`src/rtl/i2c_req_arbiter.sv`:
```
// Round-robin arbiter and transaction sequencer in front of a single I2C master.
// Latches the winning client's command, launches the master and routes results back.
module i2c_req_arbiter #(
  parameter int NREQ     = 4,
  parameter int START_TO = 16
) (
  input  logic              clk,
  input  logic              rst_n,
  input  logic [NREQ-1:0]   req,
  input  logic [7*NREQ-1:0] req_addr,
  input  logic [NREQ-1:0]   req_rw,
  input  logic [4*NREQ-1:0] req_nbyte,
  input  logic [8*NREQ-1:0] req_wdata,
  output logic [NREQ-1:0]   gnt,
  output logic [7:0]        rd_data,
  output logic [NREQ-1:0]   rd_valid,
  output logic [NREQ-1:0]   done,
  output logic [NREQ-1:0]   err,
  output logic              m_start,
  output logic [6:0]        m_addr,
  output logic              m_rw,
  output logic [3:0]        m_nbyte,
  output logic [7:0]        m_data_w,
  input  logic              m_busy,
  input  logic              m_erro_addr,
  input  logic [7:0]        m_data_out,
  input  logic              m_valid_out
);

  localparam int IW = (NREQ > 1) ? $clog2(NREQ) : 1;
  localparam int TW = $clog2(START_TO + 1);

  typedef enum logic [2:0] {IDLE, LAUNCH, WAIT_BUSY, ACTIVE, DONE} state_t;

  state_t          state;
  logic [IW-1:0]   rr_ptr;
  logic [IW-1:0]   gidx;
  logic [TW-1:0]   timer;
  logic            err_lat;

  logic            hi_found;
  logic [IW-1:0]   hi_idx;
  logic [IW-1:0]   lo_idx;
  logic [IW-1:0]   win_idx;
  logic [NREQ-1:0] win_onehot;
  logic [6:0]      win_addr;
  logic            win_rw;
  logic [3:0]      win_nbyte;

  // Lowest requester at or above rr_ptr wins; otherwise wrap to the lowest overall.
  always_comb begin
    hi_found = 1'b0;
    hi_idx   = '0;
    lo_idx   = '0;
    for (int i = NREQ - 1; i >= 0; i--) begin
      if (req[i]) begin
        lo_idx = IW'(i);
        if (IW'(i) >= rr_ptr) begin
          hi_found = 1'b1;
          hi_idx   = IW'(i);
        end
      end
    end
    win_idx = hi_found ? hi_idx : lo_idx;
  end

  always_comb begin
    win_onehot = '0;
    win_addr   = '0;
    win_rw     = 1'b0;
    win_nbyte  = '0;
    m_data_w   = '0;
    for (int i = 0; i < NREQ; i++) begin
      if (win_idx == IW'(i)) begin
        win_onehot[i] = 1'b1;
        win_addr      = req_addr[7*i +: 7];
        win_rw        = req_rw[i];
        win_nbyte     = req_nbyte[4*i +: 4];
      end
      if (gnt[i]) begin
        m_data_w = req_wdata[8*i +: 8];
      end
    end
  end

  always_ff @(posedge clk or negedge rst_n) begin
    if (!rst_n) begin
      state    <= IDLE;
      rr_ptr   <= '0;
      gidx     <= '0;
      gnt      <= '0;
      rd_valid <= '0;
      done     <= '0;
      err      <= '0;
      rd_data  <= '0;
      m_start  <= 1'b0;
      m_addr   <= '0;
      m_rw     <= 1'b0;
      m_nbyte  <= '0;
      timer    <= '0;
      err_lat  <= 1'b0;
    end else begin
      m_start  <= 1'b0;
      rd_valid <= '0;
      done     <= '0;
      err      <= '0;
      case (state)
        IDLE: begin
          if (|req && !m_busy) begin
            gidx    <= win_idx;
            gnt     <= win_onehot;
            m_addr  <= win_addr;
            m_rw    <= win_rw;
            m_nbyte <= win_nbyte;
            m_start <= 1'b1;
            state   <= LAUNCH;
          end
        end
        LAUNCH: begin
          timer   <= '0;
          err_lat <= 1'b0;
          state   <= WAIT_BUSY;
        end
        WAIT_BUSY: begin
          if (m_busy) begin
            state <= ACTIVE;
          end else if (timer == TW'(START_TO - 1)) begin
            err_lat <= 1'b1;
            done    <= gnt;
            err     <= gnt;
            state   <= DONE;
          end else begin
            timer <= timer + 1'b1;
          end
        end
        ACTIVE: begin
          if (m_valid_out) begin
            rd_data  <= m_data_out;
            rd_valid <= gnt;
          end
          if (m_erro_addr) begin
            err_lat <= 1'b1;
          end
          // An address NACK arriving with the busy fall still counts for this transaction.
          if (!m_busy) begin
            done  <= gnt;
            err   <= (err_lat || m_erro_addr) ? gnt : '0;
            state <= DONE;
          end
        end
        DONE: begin
          gnt    <= '0;
          rr_ptr <= (gidx == IW'(NREQ - 1)) ? '0 : gidx + 1'b1;
          state  <= IDLE;
        end
        default: state <= IDLE;
      endcase
    end
  end

endmodule

```
`config.mk`:
```
export PLATFORM = sky130hd
export DESIGN_NAME = i2c_req_arbiter
export DESIGN_NICKNAME = d
export VERILOG_FILES = /design/src/rtl/i2c_req_arbiter.sv
export SDC_FILE = /design/constraint.sdc
export NUM_CORES = 1
export LEC_CHECK = 0
export CAP_MARGIN = 30
export CORE_ASPECT_RATIO = 0.8
export CORE_UTILIZATION = 60
export DETAILED_ROUTE_END_ITERATION = 6
export DONT_BUFFER_PORTS = 1
export PLACE_DENSITY = 0.76
export RECOVER_POWER = 100
export SYNTH_ARGS = -nofsm -noshare
export SYNTH_HDL_FRONTEND = slang
export SYNTH_SLANG_ARGS = --single-unit
```
`constraint.sdc`:
```
create_clock -name clk -period 2.6 [get_ports clk]
set_input_delay 0.52 -clock clk [delete_from_list [all_inputs] [get_ports clk]]
set_output_delay 0.52 -clock clk [all_outputs]
set_load 0.02 [all_outputs]
```
; Word level (Yosys, flattened, before mapping)
; Index checks and enable logic that the tools add are counted.
[word_totals]
out_inout_bits = 45
wordCells = 118
register_bits = 50
in_bits = 97
[classes]
eq_ne = 16
n_reduce_logical = 15
n_addsub = 2
n_lt_le_gt_ge = 4
muxes = 67
[ops]
columns = operator, n
row1 = 2-to-1 mux 4 bit, 12
row2 = 2-to-1 mux 8 bit, 4
row3 = 2-to-1 mux 2 bit, 14
row4 = 2-to-1 mux 7 bit, 4
row5 = case mux 4 bit (2 select lines), 3
row6 = 2-to-1 mux 1 bit, 21
row7 = 2-to-1 mux 3 bit, 4
row8 = "!= test 2 bit, second input constant", 6
row9 = case mux 3 bit (4 select lines), 1
row10 = 2-to-1 mux 5 bit, 2
row11 = case mux 5 bit (2 select lines), 1
row12 = "equality test 2 bit, second input constant", 3
row13 = "equality test 3 x 2 -> 1 bit, second input constant", 2
row14 = AND reduction 2 bit, 3
row15 = AND reduction 3 bit, 2
row16 = "adder 5 x 1 -> 5 bit, second input constant", 1
row17 = "equality test 5 x 4 -> 1 bit, second input constant", 1
row18 = "greater-or-equal comparator 1 x 2 -> 1 bit, first input constant", 2
row19 = "greater-or-equal comparator 2 bit, first input constant", 2
row20 = AND reduction 4 bit, 1
row21 = nonzero test 2 bit, 2
row22 = OR reduction 4 bit, 1
row23 = "equality test 3 x 1 -> 1 bit, second input constant", 1
row24 = "equality test 3 bit, second input constant", 1
row25 = 10 further kinds, 10

; Longest topological paths before layout
; Gate-level depths: netlist of the first run.
[logic_depth]
word_depth = 15
depth_mapped = 9
ltp_nobuf = 8

; Worst setup path before layout of the first run
; OpenSTA, ideal clock, no wires.
[synth_timing]
kind = flip-flop to output port
start = register gnt[0]
end = output port m_data_w[7]
required_ps = 2080
n_path_buf = 1
setup_slack_ps = 517
stages_incl_launch_ff = 7
arrival_ps = 1563
path_cell_list = dfrtp_1 > nor2b_1 > clkbuf_1 > a22oi_1 > nor2_1 > a21oi_1 > o21ai_0
[synth_between]
elab_chain_len = 4
[synth_rtl]
columns = element, line_no
row1 = from (decl), 14  ; output logic [NREQ-1:0] gnt,
row2 = from (signal assigned), 111  ; gnt <= win_onehot;
row3 = 2-to-1 mux 8 bit (4 in series), 80  ; if (gnt[i]) begin
row4 = to (decl), 23  ; output logic [7:0] m_data_w,
; No other way between the ends.

; Worst setup path in the final report of the first run
[layout_timing]
start = register gnt[1]
end = output port m_data_w[5]
[layout_between]
elab_chain_len = 3
[layout_rtl]
columns = element, line_no
row1 = 2-to-1 mux 8 bit (3 in series), 80
; No other way between the ends.

==> summary.md, run 1 <==
| Metric | Value |
|---|---|
| Fin crit share | 0.8980 |
| Clock buffer depth | 2 |
| CTS Sinks | 50 |
| IO Port Bufs | 0 |
| Pre-CTS setup slack | 0.4979 ns |
| Post-synthesis async set-or-reset flop share | 1.000 |
| # resized after CTS | 0 |
| Slew @ Worst Pin | 1.184 ns |
| Top FF cell, synth | dfrtp_1 |
| Worst Path Required | 2.08 ns |
| Die area | 4484 um^2 |
| DR WL/cell | 19.01 um |
| Setup TNS | 0 ns |
| Initial core utilization | 0.6443 |
| Final #Nets | 363 |
| Final Non-Filler Cells | 319 |
| Final ANT Viol Nets | 0 |
| Clock-pin slew on the worst setup and hold paths | 0.09 ns |
| Post-synthesis net count | 352 |
| Post-synth EDFFs | 0 |
| Cell Area, Synth | 2531 um^2 |
| Cells after Synth | 252 |
| Seq cells post-synth | 50 |
| Yosys warns | 0 |
| Cell Area, Placed | 2655 um^2 |
| Pwr Density | 1197 nW/um^2 |
| Leak pwr | 1.238 nW |
| # H-tree levels | 2 |
| CTS buffer count | 5 |
| Drt drc | 0 |
| Area growth, synth to finish | 7.464% |
| Slew Limit Fails | 0 |
| Core area | 3929 um^2 |
| Final setup violation count | 0 |
| FMAX | 428.3 MHz |
| Synth area leader | dfrtp_1 |
| Initial drt markers | 116 |
| Share of layout cells above drive strength 1 | 0.1364 |
| R2R cell count | 5 |
| Row Count | 20 |
| Worst Hold Path Cells | 1 |
| CTS tree | built |
| GR Util All Layers | 0.2723 |
| Post-CTS Setup Bufs | 0 |
| Distinct cells, synth | 36 |
| Design Area, Final | 2720 um^2 |
| Commonest non-fill, non-tap cell in the layout | dfrtp_1 |
| Clock root buffer | clkbuf_8 |
| Worst-Skew Late Latency | 0.30 ns |
| Vias | 1969 |
| Hold Crit Class | in2reg |
| Number of max-cap violations | 0 |
| CP endpoint kind | output port |
| Critical path class | reg2out |
| Grt ovf | 0 |
| Antenna cells | 0 |
| Area contributors post-synth | dfrtp_1 49%, mux2i_1 5.9%, nand2_1 5.3%, o21ai_0 4.3%, mux2_2 4.0% |
| Status | completed |
| First-pass GRT wire length | 8700 um |
| Crit path max fanout | 7 |
| Die height | 60.10 um |
| Routability cong. | 0.8231 |
| Tmin final | 2.335 ns |
| Hold-fix buffer count after cts | 1 |
| Vias per std cell | 6.172 |
| Slew HR | 0.2104 |
| Syn_area_per_cell | 10.04 um^2 |
| Inst Count DP | 310 |
| Peak VDD IR | 610.4 uV |
| Largest net degree at the start of global routing | 51 |
| Final Power | 3.255 mW |
| Most frequent cells in the layout | 50 x dfrtp_1, 36 x nand2_1, 22 x o21ai_0 |
| Final hold violation count | 0 |
| Vias in the first global route | 1772 |
| RSZ-0062 raised after global routing | no |
| Drt first pass iters | 4 |
| CP startpoint kind | register |
| Post-synthesis sequential area ratio | 0.4943 |
| Worst path arrival time | 1.81 ns |
| Final WS setup | 0.2653 ns |
| Final Routed Wirelength | 6065 um |
| Post-synth top area share | 0.4943 |
| Initial antenna violation count | 0 |
| # IOs | 142 |
| Detailed placement HPWL | 4581 um |
| Clock Skews | 0.009305 ns |
| Die X | 74.62 um |
## where the power goes
part | leakage (nW) | switching, mW | internal [mW]
logic | 0.544 | 0.705 | 0.546
clock network | 0.0472 | 0.251 | 0.214
registers | 0.647 | 0.492 | 1.05
total | 1.24 | 1.45 | 1.81
## routing by layer
layer	global-route usage	part of all wire
met4	0.05930	0.0094
met1	0.3151	0.37
met3	0.1180	0.097
met5	0	0
met2	0.4698	0.52
## final timing paths
| kind | startpoint | endpoint | slack, ns |
|---|---|---|---|
| min | req_nbyte[15] | m_nbyte[3]$_DFFE_PN0P_ | 0.36 |
| max reg2reg | state[1]$_DFFE_PN0P_ | m_addr[0]$_DFFE_PN0P_ | 0.33 |
| max in group asynchronous | rst_n | err[3]$_DFF_PN0_ | 1.43 |
| min in group asynchronous | rst_n | state[0]$_DFFE_PN0P_ | 0.44 |
| min reg2reg | gidx[0]$_DFFE_PN0P_ | rr_ptr[0]$_DFFE_PN0P_ | 0.52 |
| max | gnt[1]$_DFFE_PN0P_ | m_data_w[5] | 0.27 |
## worst max-delay path: stages (launching register included)
cell and delay [ns]:
dfrtp_1 0.40, nor2b_1 0.38, a22oi_1 0.12, nor2_1 0.13, a21oi_1 0.07, o21ai_0 0.21
clkbuf_2 0.21
## state kept, by name, indices dropped and copies added, names as in the netlist
register  flops
done          4
err           4
err_lat       1
gidx          2
gnt           4
m_addr        7
m_nbyte       4
m_rw          1
m_start       1
rd_data       8
rd_valid      4
rr_ptr        2
state         3
timer         5
## cells by family after synthesis
kind of cell	after synthesis	synth area share
adder cells (fa/ha/maj)	3	0.01483
AND/OR/NAND/NOR	89	0.1700
XOR/XNOR	2	0.006922
buffers and inverters	19	0.03460
flip-flops	50	0.4943
AO/OA/AOI/OAI	65	0.1799
multiplexers	24	0.09936
## through the flow
| stage | hold slack, ns | utilization |
|---|---|---|
| finish | 0.3615 | 0.6924 |
| global route | 0.3389 | 0.6924 |
| CTS | 0.06184 | 0.7070 |
| detailed placement | 0.2254 | 0.6758 |
| global placement | 0.2255 | 0.6739 |
| floorplan | 0.2244 | - |
## layout make-up
cell class,count,area (um^2)
fill,325,1209
tap,55,68.82
inverter,6,22.52
clock inverter,2,12.51
clock buffer,6,82.58
timing repair buffer,17,96.34
sequential,50,1251
multi-input combinational,183,1186
## cells in the mapped netlist, drive strengths merged (6+ instances only)
master,number
a22oi,7
clkbuf,9
nand2,36
nor2,19
a221o,10
inv,6
mux2,9
o21ai,22
dfrtp,50
a21oi,15
mux2i,15
and2,12
Power figures use the tool's default switching activity.
==> run 2: changes to the inputs <==
--- a/config.mk
+++ b/config.mk
@@ -7,10 +7,10 @@
 export LEC_CHECK = 0
 export CAP_MARGIN = 30
 export CORE_ASPECT_RATIO = 0.8
-export CORE_UTILIZATION = 60
+export CORE_UTILIZATION = 39
 export DETAILED_ROUTE_END_ITERATION = 6
-export DONT_BUFFER_PORTS = 1
-export PLACE_DENSITY = 0.76
+export HOLD_SLACK_MARGIN = 0.1
+export PLACE_DENSITY = 0.81
 export RECOVER_POWER = 100
 export SYNTH_ARGS = -nofsm -noshare
 export SYNTH_HDL_FRONTEND = slang
==> run 2 against run 1 <==
Critical path depth is 2 higher. First-iteration DRC count shrank 41%. Setup slack got worse by 0.10 ns. Routed wire length grew 20%. Fmax decreased by 4.2%. Worst hold slack lost 0.11 ns. Clock skew decreased by 0.0057 ns. Register-to-register slack got worse by 0.02 ns.
==> summary.md, run 2 (same netlist as run 1, synthesis figures left out) <==
| Metric | Value |
|---|---|
| Core area | 6068 um^2 (+54%) |
| Routability cong. | 0.7686 (-6.6%) |
| Clock Skews | 0.003649 ns (-0.005656 ns) |
| Commonest non-fill, non-tap cell in the layout | clkdlybuf4s50_1 |
| # H-tree levels | 2 (unchanged) |
| Leak pwr | 1.873 nW (+51%) |
| Max reg flops | 8 (unchanged) |
| Clock-pin slew on the worst setup and hold paths | 0.09 ns (about the same) |
| FMAX | 410.3 MHz (-4.2%) |
| Slew Limit Fails | 0 (unchanged) |
| Largest net degree at the start of global routing | 38 (-25%) |
| Vias in the first global route | 2519 (+42%) |
| Hold Crit Class | in2async |
| Area growth, synth to finish | 64.90% |
| Worst flop-to-flop path startpoint | rr_ptr[1]$_DFFE_PN0P_ |
| Final ANT Viol Nets | 0 (unchanged) |
| Most frequent cells in the layout | 95 x clkdlybuf4s50_1, 50 x dfrtp_1, 37 x dlygate4sd3_1 |
| Slowest-stage cell, CP | clkdlybuf4s50_1 |
| Crit path max fanout | 25 (+18) |
| Final Routed Wirelength | 7308 um (+20%) |
| Initial drt markers | 68 (-41%) |
| Status | completed |
| Biggest register | rd_data |
| Final hold violation count | 0 (unchanged) |
| Vias per std cell | 5.086 (-18%) |
| CTS tree | built |
| Tmin final | 2.437 ns (+0.1027 ns) |
| Fin crit share | 0.9375 (+0.03949) |
| First-pass GRT wire length | 11820 um (+36%) |
| CTS Sinks | 50 (unchanged) |
| Clock root buffer | clkbuf_8 |
| CP endpoint kind | register |
| Worst path arrival time | 2.62 ns (+0.81 ns) |
| Drt first pass iters | 5 (+1) |
| GR Util All Layers | 0.2236 (-0.04870) |
| IO Port Bufs | 141 (+141) |
| Critical path class | in2reg |
| Largest registers | rd_data (8), m_addr (7), timer (5) |
| Share of layout cells above drive strength 1 | 0.09877 (-0.03760) |
| Vias | 2472 (+26%) |
| Pwr Density | 940.0 nW/um^2 (-21%) |
| # IOs | 142 (unchanged) |
| CP Cell Sequence | clkdlybuf4s50_1 -> clkbuf_1 -> o41ai_4 -> buf_4 -> inv_1 -> nand2_1 -> o21ai_0 -> a221o_1 |
| Worst Setup SP | req[2] |
| Reg-to-reg slack, setup | 0.31 ns (-0.02 ns) |
| Initial core utilization | 0.4171 (-0.2272) |
| Final #Nets | 504 (+39%) |
| Antenna cells | 0 (unchanged) |
| DR WL/cell | 15.04 um (-21%) |
| Slew @ Worst Pin | 0.8718 ns (-0.3127 ns) |
| Slew HR | 0.4188 (+0.2084) |
| RSZ-0062 raised after global routing | no |
| Worst Path Required | 2.78 ns (+0.70 ns) |
| Drt drc | 0 (unchanged) |
| Worst-Skew Late Latency | 0.30 ns (about the same) |
| CP top delay family | buffers and inverters |
| Row Count | 25 (+25%) |
| Clock buffer depth | 2 (unchanged) |
| Grt ovf | 0 (unchanged) |
| Initial antenna violation count | 0 (unchanged) |
| CP startpoint kind | input pin |
| Bufs and invs on worst path | 4 (+3) |
| Slowest cell delay on critical path | 0.47 ns (+0.07 ns) |
| Die height | 74.06 um (+23%) |
| Die area | 6818 um^2 (+52%) |
| Number of max-cap violations | 0 (unchanged) |
| Peak VDD IR | 401.8 uV (-34%) |
| Hold-fix buffer count after cts | 0 (-1) |
| Die X | 92.07 um (+23%) |
| Util after Layout | 0.6878 (-0.004522) |
| Detailed placement HPWL | 5697 um (+24%) |
| Post-CTS Setup Bufs | 0 (unchanged) |
| Final setup violation count | 0 (unchanged) |
| CTS buffer count | 5 (unchanged) |
| Worst hold margin | 0.2524 ns (-0.1091 ns) |
run 2: final timing paths:
| kind | cells past startpoint | to |
|---|---|---|
| min in group clk | 1 | rd_data[2]$_DFFE_PN0P_ |
| max in group asynchronous | 2 | m_nbyte[3]$_DFFE_PN0P_ |
| setup / recovery | 8 | m_addr[1]$_DFFE_PN0P_ |
| setup reg to reg | 7 | m_rw$_DFFE_PN0P_ |
| hold reg to reg | 1 | rd_data[2]$_DFFE_PN0P_ |
| hold / removal | 1 | timer[2]$_DFFE_PN0P_ |
run 2: worst register-to-register path: cells and delay by family, from the launching register on:
kind	cells	cell delay, ns
AO/OA/AOI/OAI	2	0.72
AND/OR/NAND/NOR	3	0.36
buffers and inverters	1	0.41
multiplexers	1	0.26
flip-flops	1	0.49
run 2: metrics by stage:
stage	worst slack [ns]	cell area, um^2	setup TNS, ns	std cells	power [mW]
6_report	0.1626	4174	0	486	3.923
3_5_place_dp	-0.1731	4099	-1.169	478	3.480
2_1_floorplan	0.5168	2531	0	252	2.460
4_1_cts	0.01139	4240	0	486	4.146
5_1_grt	0.04459	4174	0	486	4.198
3_3_place_gp	-0.1843	4094	-1.840	477	3.406
run 2: layer usage:
layer	wire, um	up-vias	part of all wire	GRT usage
met4	85	0	0.012	0.05903
met5	0	-	0	0
met1	3104	1158	0.42	0.2713
met2	3625	107	0.50	0.3905
li1	-	1199	-	-
met3	493	8	0.067	0.07260
run 2: cell type report:
class                   count  area (um^2)
well taps                  81        101.3
inverters                   6        22.52
flip-flops and latches     50         1251
fillers                   514         1894
clock buffers               6        82.58
multi-input cells         183         1187
repair buffers            158         1469
clock inverters             2        60.06
run 2: what timing repair did:
| action | 4_1_cts | 5_1_grt |
|---|---|---|
| setup endpoints to repair | 1 | 7 |
| cloned | 0 | 0 |
| resized for setup | 1 | 8 |
run 2: power by group:
| part | internal (mW) | total, mW | switching [mW] | leakage [nW] |
|---|---|---|---|---|
| clock network | 0.410 | 0.661 | 0.251 | 0.0714 |
| registers | 1.05 | 1.28 | 0.236 | 0.647 |
| logic | 0.917 | 1.98 | 1.06 | 1.15 |
